File: config.mk
export PLATFORM = sky130hd
export DESIGN_NAME = instr_fetch_unit
export DESIGN_NICKNAME = d
export VERILOG_FILES = /design/src/rtl/instr_fetch_unit.sv
export SDC_FILE = /design/constraint.sdc
export NUM_CORES = 1
export LEC_CHECK = 0
export ABC_AREA = 1
export CAP_MARGIN = 20
export CORE_ASPECT_RATIO = 0.8
export CORE_MARGIN = 4
export CORE_UTILIZATION = 60
export DETAILED_ROUTE_END_ITERATION = 8
export GPL_TIMING_DRIVEN = 0
export HOLD_SLACK_MARGIN = 0.03
export PLACE_DENSITY = 0.74
export SLEW_MARGIN = 30
export SYNTH_ARGS = -nofsm -noshare
export SYNTH_HDL_FRONTEND = slang
export SYNTH_SLANG_ARGS = --single-unit
export TNS_END_PERCENT = 100
File: constraint.sdc
create_clock -name clk -period 2.79 [get_ports clk]
set_clock_uncertainty 0.05 [all_clocks]
set_input_delay 0.558 -clock clk [delete_from_list [all_inputs] [get_ports clk]]
set_output_delay 0.558 -clock clk [all_outputs]
set_load 0.005 [all_outputs]
File: src/rtl/instr_fetch_unit.sv
// Instruction fetch stage: small writable program memory, PC and FSM
// issuing one instruction at a time over a valid/ready handshake.
module instr_fetch_unit #(
    parameter int INSTR_WIDTH = 20,
    parameter int PC_BITS     = 5
) (
    input  logic                   clk,
    input  logic                   rst,
    input  logic                   start,
    input  logic                   prog_we,
    input  logic [PC_BITS-1:0]     prog_addr,
    input  logic [INSTR_WIDTH-1:0] prog_wdata,
    input  logic                   instr_ready,
    output logic [INSTR_WIDTH-1:0] instruction,
    output logic                   instr_valid,
    output logic [PC_BITS-1:0]     pc,
    output logic                   busy,
    output logic                   halted,
    output logic [PC_BITS:0]       retired
);

    localparam int DEPTH = 2 ** PC_BITS;

    typedef enum logic [2:0] {
        IDLE,
        FETCH,
        ISSUE,
        WAIT,
        HALTED
    } state_t;

    state_t state, state_n;

    logic [INSTR_WIDTH-1:0] mem [DEPTH];
    logic [INSTR_WIDTH-1:0] mem_q;
    logic                   is_halt;
    logic                   at_end;
    logic                   can_prog;

    assign is_halt  = (mem_q[INSTR_WIDTH-1 -: 2] == 2'b00);
    assign at_end   = (pc == PC_BITS'(DEPTH - 1));
    assign can_prog = (state == IDLE) || (state == HALTED);
    assign busy     = (state == FETCH) || (state == ISSUE)
                   || (state == WAIT);
    assign halted   = (state == HALTED);

    // Memory is never reset; contents survive rst.
    always_ff @(posedge clk) begin
        if (can_prog && prog_we)
            mem[prog_addr] <= prog_wdata;
        if (state == FETCH)
            mem_q <= mem[pc];
    end

    always_ff @(posedge clk) begin
        if (!rst)
            state <= IDLE;
        else
            state <= state_n;
    end

    always_comb begin
        state_n = state;
        unique case (state)
            IDLE, HALTED: if (start) state_n = FETCH;
            FETCH:        state_n = ISSUE;
            ISSUE:        state_n = is_halt ? HALTED : WAIT;
            WAIT: begin
                if (instr_ready)
                    state_n = at_end ? HALTED : FETCH;
            end
            default:      state_n = IDLE;
        endcase
    end

    always_ff @(posedge clk) begin
        if (!rst) begin
            instruction <= '0;
            instr_valid <= 1'b0;
            pc          <= '0;
            retired     <= '0;
        end else begin
            unique case (state)
                IDLE, HALTED: begin
                    if (start) begin
                        pc      <= '0;
                        retired <= '0;
                    end
                end
                ISSUE: begin
                    if (is_halt) begin
                        instruction <= '0;
                    end else begin
                        instruction <= mem_q;
                        instr_valid <= 1'b1;
                    end
                end
                WAIT: begin
                    if (instr_ready) begin
                        instr_valid <= 1'b0;
                        retired     <= retired + 1'b1;
                        if (!at_end)
                            pc <= pc + 1'b1;
                    end
                end
                default: ;
            endcase
        end
    end

endmodule
==> results of run 1 <==
==> cells in the final DEF, fill, tap and decap left out, types with 3 or more instances in the layout <==
| cell | count |
|---|---|
| nand2_1 | 973 |
| edfxtp_1 | 660 |
| nand3_1 | 492 |
| clkbuf_16 | 75 |
| buf_2 | 63 |
| buf_4 | 52 |
| clkdlybuf4s50_1 | 43 |
| nor2_4 | 39 |
| clkbuf_1 | 36 |
| dfxtp_1 | 35 |
| a21oi_1 | 33 |
| inv_1 | 19 |
| buf_1 | 17 |
| nor2_1 | 17 |
| buf_16 | 16 |
| clkinv_1 | 10 |
| nor2_2 | 9 |
| buf_6 | 9 |
| clkinv_2 | 9 |
| inv_2 | 6 |
| nand3_4 | 5 |
| bufinv_16 | 5 |
| o21ai_0 | 4 |
| buf_8 | 4 |
| nand2_2 | 3 |
| xor2_1 | 3 |
| ha_1 | 3 |
==> metal layers <==
metal	wire [µm]	up-vias
li1	-	8839
met5	28	-
met2	35320	1438
met4	2227	4
met1	31390	9576
met3	12850	183
==> repair_timing <==
| item | CTS | global route |
|---|---|---|
| gates cloned | 10 | 0 |
| pin swaps | 15 | 0 |
| setup buffers | 0 | 0 |
| setup endpoints to repair | 625 | 8 |
| gates resized for setup | 15 | 2 |
==> path summary, 6_finish.rpt <==
kind | from | endpoint | slack, ns | depth (start not counted)
worst min-delay path | prog_wdata[13] | mem[21][13]$_DFFE_PP_ | 0.22 | 1
worst min register to register | instruction[18]$_SDFFE_PN0P_ | instruction[18]$_SDFFE_PN0P_ | 0.42 | 2
worst max register to register | pc[2]$_SDFFE_PN0P_ | mem_q[10]$_DFFE_PN_ | 0.02 | 8
worst max-delay path | pc[2]$_SDFFE_PN0P_ | mem_q[10]$_DFFE_PN_ | 0.02 | 8
==> stage by stage <==
| stage | hold WS [ns] | util (%) | worst slack [ns] | TNS [ns] |
|---|---|---|---|---|
| final | 0.2173 | 70.79 | 0.02173 | 0 |
| after global routing | 0.2137 | 70.79 | 0.009925 | 0 |
| after CTS | 0.1979 | 70.78 | 0.06606 | 0 |
| after detailed placement | 0.4032 | 65.66 | -0.8747 | -475.58 |
| after global placement | 0.4050 | 64.16 | -1.413 | -763.46 |
| after floorplan | 0.4064 | - | 0.4369 | 0 |
==> power by group through the flow <==
stage               Combinational (W)  Clock [W]  Sequential, W
global route                  0.00165    0.00972         0.0117
global placement              0.00131          0         0.0119
CTS                           0.00150    0.00922         0.0117
finish                        0.00154    0.00919         0.0117
floorplan                    0.000719          0         0.0119
detailed placement            0.00145          0         0.0119
==> final cells by class <==
type                       instances  area, µm²
buffer                           143      858.3
clock buffer                      93       1959
clock inverter                    27      254.0
fill                            3149      13460
inverter                          27      106.4
multi-input combinational       1587       7073
sequential                       695      20520
tap                              612      765.7
timing repair buffer              86       1075
==> cell families (layout without fill, tap and decap cells) <==
| logic type | count (synthesis) | in the layout |
|---|---|---|
| xor+xnor | 4 | 4 |
| simple gates | 1532 | 1542 |
| flops | 695 | 695 |
| fa+ha+maj | 3 | 3 |
| buf+inv | 170 | 376 |
| compound gates | 38 | 38 |
==> state kept, by name, summed over array words and instances (netlist names) <==
name         flops
pc               5
mem            640
instr_valid      1
mem_q           20
state            3
retired          6
instruction     20
==> run metrics, run 1 <==
status finished clean; initial DRC count ~3200; GRT overflow 0; mux share of post-synthesis cell area 0%; dpl cell area 30250 µm²; pin slew with the least headroom to its limit 0.8739 ns; fin crit share 99.22%; ranking of synthesized cells by area edfxtp_1 (70%), nand2_1 (13%), nand3_1 (8.8%), dfxtp_1 (2.5%), buf_4 (1.4%); switching share of power 22.20%; Async SR Flop Fraction 0%; total track usage about a third; Synth top area share 70.37%; Worst-Skew Late Latency 0.61 ns; met2 track demand over resource 46.51%; minimum clock period 2.768 ns; Seq cells post-synth 695; Synth Net Count 2475; syn_area_per_cell 11.53 µm²; HPWL after DPL 53.17 mm; CP delay by family, top buffers and inverters; RePlAce Congestion slightly below 1; Final ANT Viol Nets 0; largest net degree at the start of global routing 33; CP Capture Type flip-flop; max incr delay on CP between 0.6 and 0.7 ns; crit-path most repeated cell nand2_1; diode count 0; Yosys cell types 27; leak pwr 11.86 nW; Avg Vias per Cell roughly 6.1; share of cells above drive strength 1 11.59%; Clock Power Share 41.0%; CP max FO 10; initial core utilization 61.13%; Post-synth EDFFs 660; MaxCap Viol Count 0; Area growth, synth to finish 15.79%; GR Util met3 about a tenth; max frequency 361.2 MHz; DRT Wirelength 81.82 mm; num ports between 60 and 70; Placed Instances 3140; Final Hold Fails 0; root buffer cell clkbuf_16; antenna violations before repair 2; register area share after synthesis 72.86%; met1 usage 48.47%; critical-path cell list clkbuf_4 -> buf_1 -> nand3_1 -> nand2_1 -> nand2_1 -> nand2_1 -> nand2_1 -> nand2_1; number of global-route vias before repair 18910; Commonest cells post-synth nand2_1 (973), edfxtp_1 (660), nand3_1 (496); Synth Area in Compound Gates 0.6753%; number of iterations in the first detailed-routing pass 6; CTS tree yes; die area ~50000 µm²; final setup fails 0; Port Buffers 63; Post-Syn Area 28160 µm²; Yosys Warn Count 0; PD cells 687.4 nW/µm²; CP Buf/Inv Count 2; DIE HEIGHT 201.8 µm; CP max stage cell dfxtp_1; core area 46070 µm²; adder-cell area share of the yosys netlist 0.1333%; largest family of logic cells by synthesized area simple AND/OR/NAND/NOR gates; clk slew on worst S/H paths 0.06 ns; Wirelength per Cell between 20 and 30 µm; CTS Buffer Depth 3; Synth Area in Simple Gates 22.80%; post-synth top area cell edfxtp_1; relative slew slack 41.74%; Hold Path Class in2reg; hold buffer count at cts 0; Nets 2641; htree depth 3; clk sinks a little under 700; setup repair after global routing missed its margin false; Syn Inst Count 2442; PnR Total Power 0.02242 W; most frequent cell after synthesis nand2_1; busiest layer in global routing met1; Post-Synth XOR/XNOR Area 0.1244%; cell area after layout 32610 µm²; Rows 70; Slew Viols, Final 0; Top FF cell, synth edfxtp_1; Comb pwr share 6.9%; fin cells 3270; Int Power 0.01744 W; maximum VDD drop 0.0004322 V; number of buffers created by CTS 68; Flop pwr share 52.1%; first-pass GRT wire length 119.8 mm; NetSw about 0.005 W; Crit Path Category reg2reg; vias 20040; DRC violations left 0; CP Launch Type flip-flop; Critical Path AT 3.17 ns; die width 250.2 µm; Crit path required time 3.19 ns
No activity file was read; power rests on OpenSTA's default activity.
==> run 2: changes to the inputs <==
DONT_BUFFER_PORTS = 1   (was default)
GPL_TIMING_DRIVEN = default   (was 0)
PLACE_DENSITY = 0.73   (was 0.74)
==> run 2 against run 1 <==
Final area decreased by 2.9%. Count of clock-buffer cells in the layout decreased by 3. Combinational power fell by 23%. Sequential share of layout area up 1.9 points.
==> run metrics, run 2 (synthesized netlist as in run 1, its figures left out) <==
Final TNS setup 0 ns (unchanged); GRT overflow 0 (unchanged); num ports 64 (unchanged); top flop regs mem: 640 flops, instruction: 20 flops, mem_q: 20 flops (unchanged); clk slew on worst S/H paths 0.06 ns (about the same); number of buffers created by CTS 68 (unchanged); DRT Wirelength 73.27 mm (was 81.82 mm); antenna violations before repair 5 (was 2); FILL cells 3199 (was 3149); relative slew slack 44.28% (was 41.74%); status finished clean (unchanged); Final Hold Fails 0 (unchanged); vias 18940 (was 20040); clk sinks 695 (unchanged); core area 46070 µm² (unchanged); Critical Path AT 2.73 ns (was 3.17 ns); DIE HEIGHT 201.8 µm (unchanged); CP Launch Type flip-flop (unchanged); Worst-Skew Late Latency 0.59 ns (was 0.61 ns); total track usage 28.96% (was 32.21%); WHS 0.09705 ns (was 0.2173 ns); minimum clock period 2.521 ns (was 2.768 ns); initial core utilization 61.13% (unchanged); number of global-route vias before repair 18190 (was 18910); pin slew with the least headroom to its limit 0.8307 ns (was 0.8739 ns); initial DRC count 2613 (was 3168); Nets 2493 (was 2641); Final ANT Viol Nets 0 (unchanged); Reg with most FFs mem (unchanged); setup repair after global routing missed its margin false (unchanged); number of flip-flops in the largest register 640 (unchanged); Slew Viols, Final 0 (unchanged); die area 50490 µm² (unchanged); PnR Total Power 0.02203 W (was 0.02242 W); first-pass GRT wire length 111.0 mm (was 119.8 mm); PD cells 695.5 nW/µm² (was 687.4 nW/µm²); commonest non-fill, non-tap cell in the layout nand2_1 (unchanged); die width 250.2 µm (unchanged); leak pwr 11.44 nW (was 11.86 nW); CTS tree yes (unchanged); Crit path required time 3.00 ns (was 3.19 ns); Area growth, synth to finish 12.49% (was 15.79%); Crit Path Category reg2reg (unchanged); most frequent cells in the layout nand2_1 (973), edfxtp_1 (660), nand3_1 (496) (was nand2_1 (973), edfxtp_1 (660), nand3_1 (492)); Wirelength per Cell 23.45 µm (was 25.02 µm); htree depth 3 (unchanged); root buffer cell clkbuf_16 (unchanged); final setup fails 0 (unchanged); fin crit share 90.37% (was 99.22%); post-CTS sizing 0 (was 15); setup bufs post-CTS 0 (unchanged); largest net degree at the start of global routing 131 (was 33); CP max FO 20 (was 10); HPWL after DPL 40.35 mm (was 53.17 mm); number of iterations in the first detailed-routing pass 6 (unchanged); maximum VDD drop 0.0006496 V (was 0.0004322 V); RePlAce Congestion 0.8383 (was 0.9929); MaxCap Viol Count 0 (unchanged); CP Capture Type flip-flop (unchanged); Avg Vias per Cell 6.060 (was 6.128); CTS Buffer Depth 3 (unchanged); Port Buffers 0 (was 63); max frequency 396.6 MHz (was 361.2 MHz); Rows 70 (unchanged); hold buffer count at cts 21 (was 0); Hold Path Class in2reg (unchanged); share of cells above drive strength 1 9.355% (was 11.59%); DRC violations left 0 (unchanged)
-- run 2: changes by cell type in the layout (fill, tap and decap cells not counted), moves of 8 or more --
| cell | change |
|---|---|
| clkdlybuf4s50_1 | -43 |
| buf_2 | -56 |
| nor2_4 | -38 |
| clkbuf_1 | -21 |
| buf_6 | -9 |
| buf_1 | -17 |
| nor2_2 | +27 |
| clkinv_1 | +8 |
| buf_16 | -16 |
| buf_12 | +48 |
| buf_4 | -19 |
-- run 2: routing by layer --
layer	wire length, µm	up-vias	GRT usage (%)
met5	49	-	0
li1	-	8501	-
met2	32770	1111	43.10
met3	10070	130	10.69
met4	1673	8	7.665
met1	28710	9188	41.14
-- run 2: worst paths after layout --
path	from	to	slack [ns]	cells after the start
setup / recovery	state[0]$_SDFFE_PN0P_	mem[28][7]$_DFFE_PP_	0.27	7
hold / removal	rst	pc[0]$_SDFFE_PN0P_	0.1	2
setup reg to reg	state[0]$_SDFFE_PN0P_	mem[28][7]$_DFFE_PP_	0.27	7
hold reg to reg	instruction[12]$_SDFFE_PN0P_	instruction[12]$_SDFFE_PN0P_	0.44	2
-- run 2: where the power goes --
part	internal (W)	total [W]	switching (W)
Clock	0.00536	0.00909	0.00373
Combinational	0.000306	0.00119	0.000889
Sequential	0.0116	0.0118	0.000138
-- run 2: critical path, stage by stage (launching register included) --
cell	delay (ns)
dfxtp_1	0.34
inv_2	0.11
nand2_1	0.16
nor2_1	0.34
buf_4	0.23
nand3_1	0.38
nor2_2	0.23
buf_4	0.35
-- run 2: cell type report --
class | instances | area [µm²] | share of cell area, %
clock inverter | 32 | 292.8 | 0.9242
multi-input combinational | 1577 | 6768 | 21.36
inverter | 27 | 115.1 | 0.3633
antenna | 1 | 2.502 | 0.007899
sequential | 695 | 20530 | 64.81
tap | 612 | 765.7 | 2.417
timing repair buffer | 91 | 1294 | 4.084
clock buffer | 90 | 1911 | 6.031
-- run 2: per-stage QoR --
step	utilization (%)	instance area [µm²]	std cells	setup WS (ns)
after detailed placement	63.32	29170	2981	0.4066
after global placement	63.32	29170	2981	0.4261
after CTS	68.84	31710	3124	0.3401
after floorplan	-	28160	2442	0.4369
final	68.77	31680	3125	0.2688
after global routing	68.76	31680	3124	0.1603
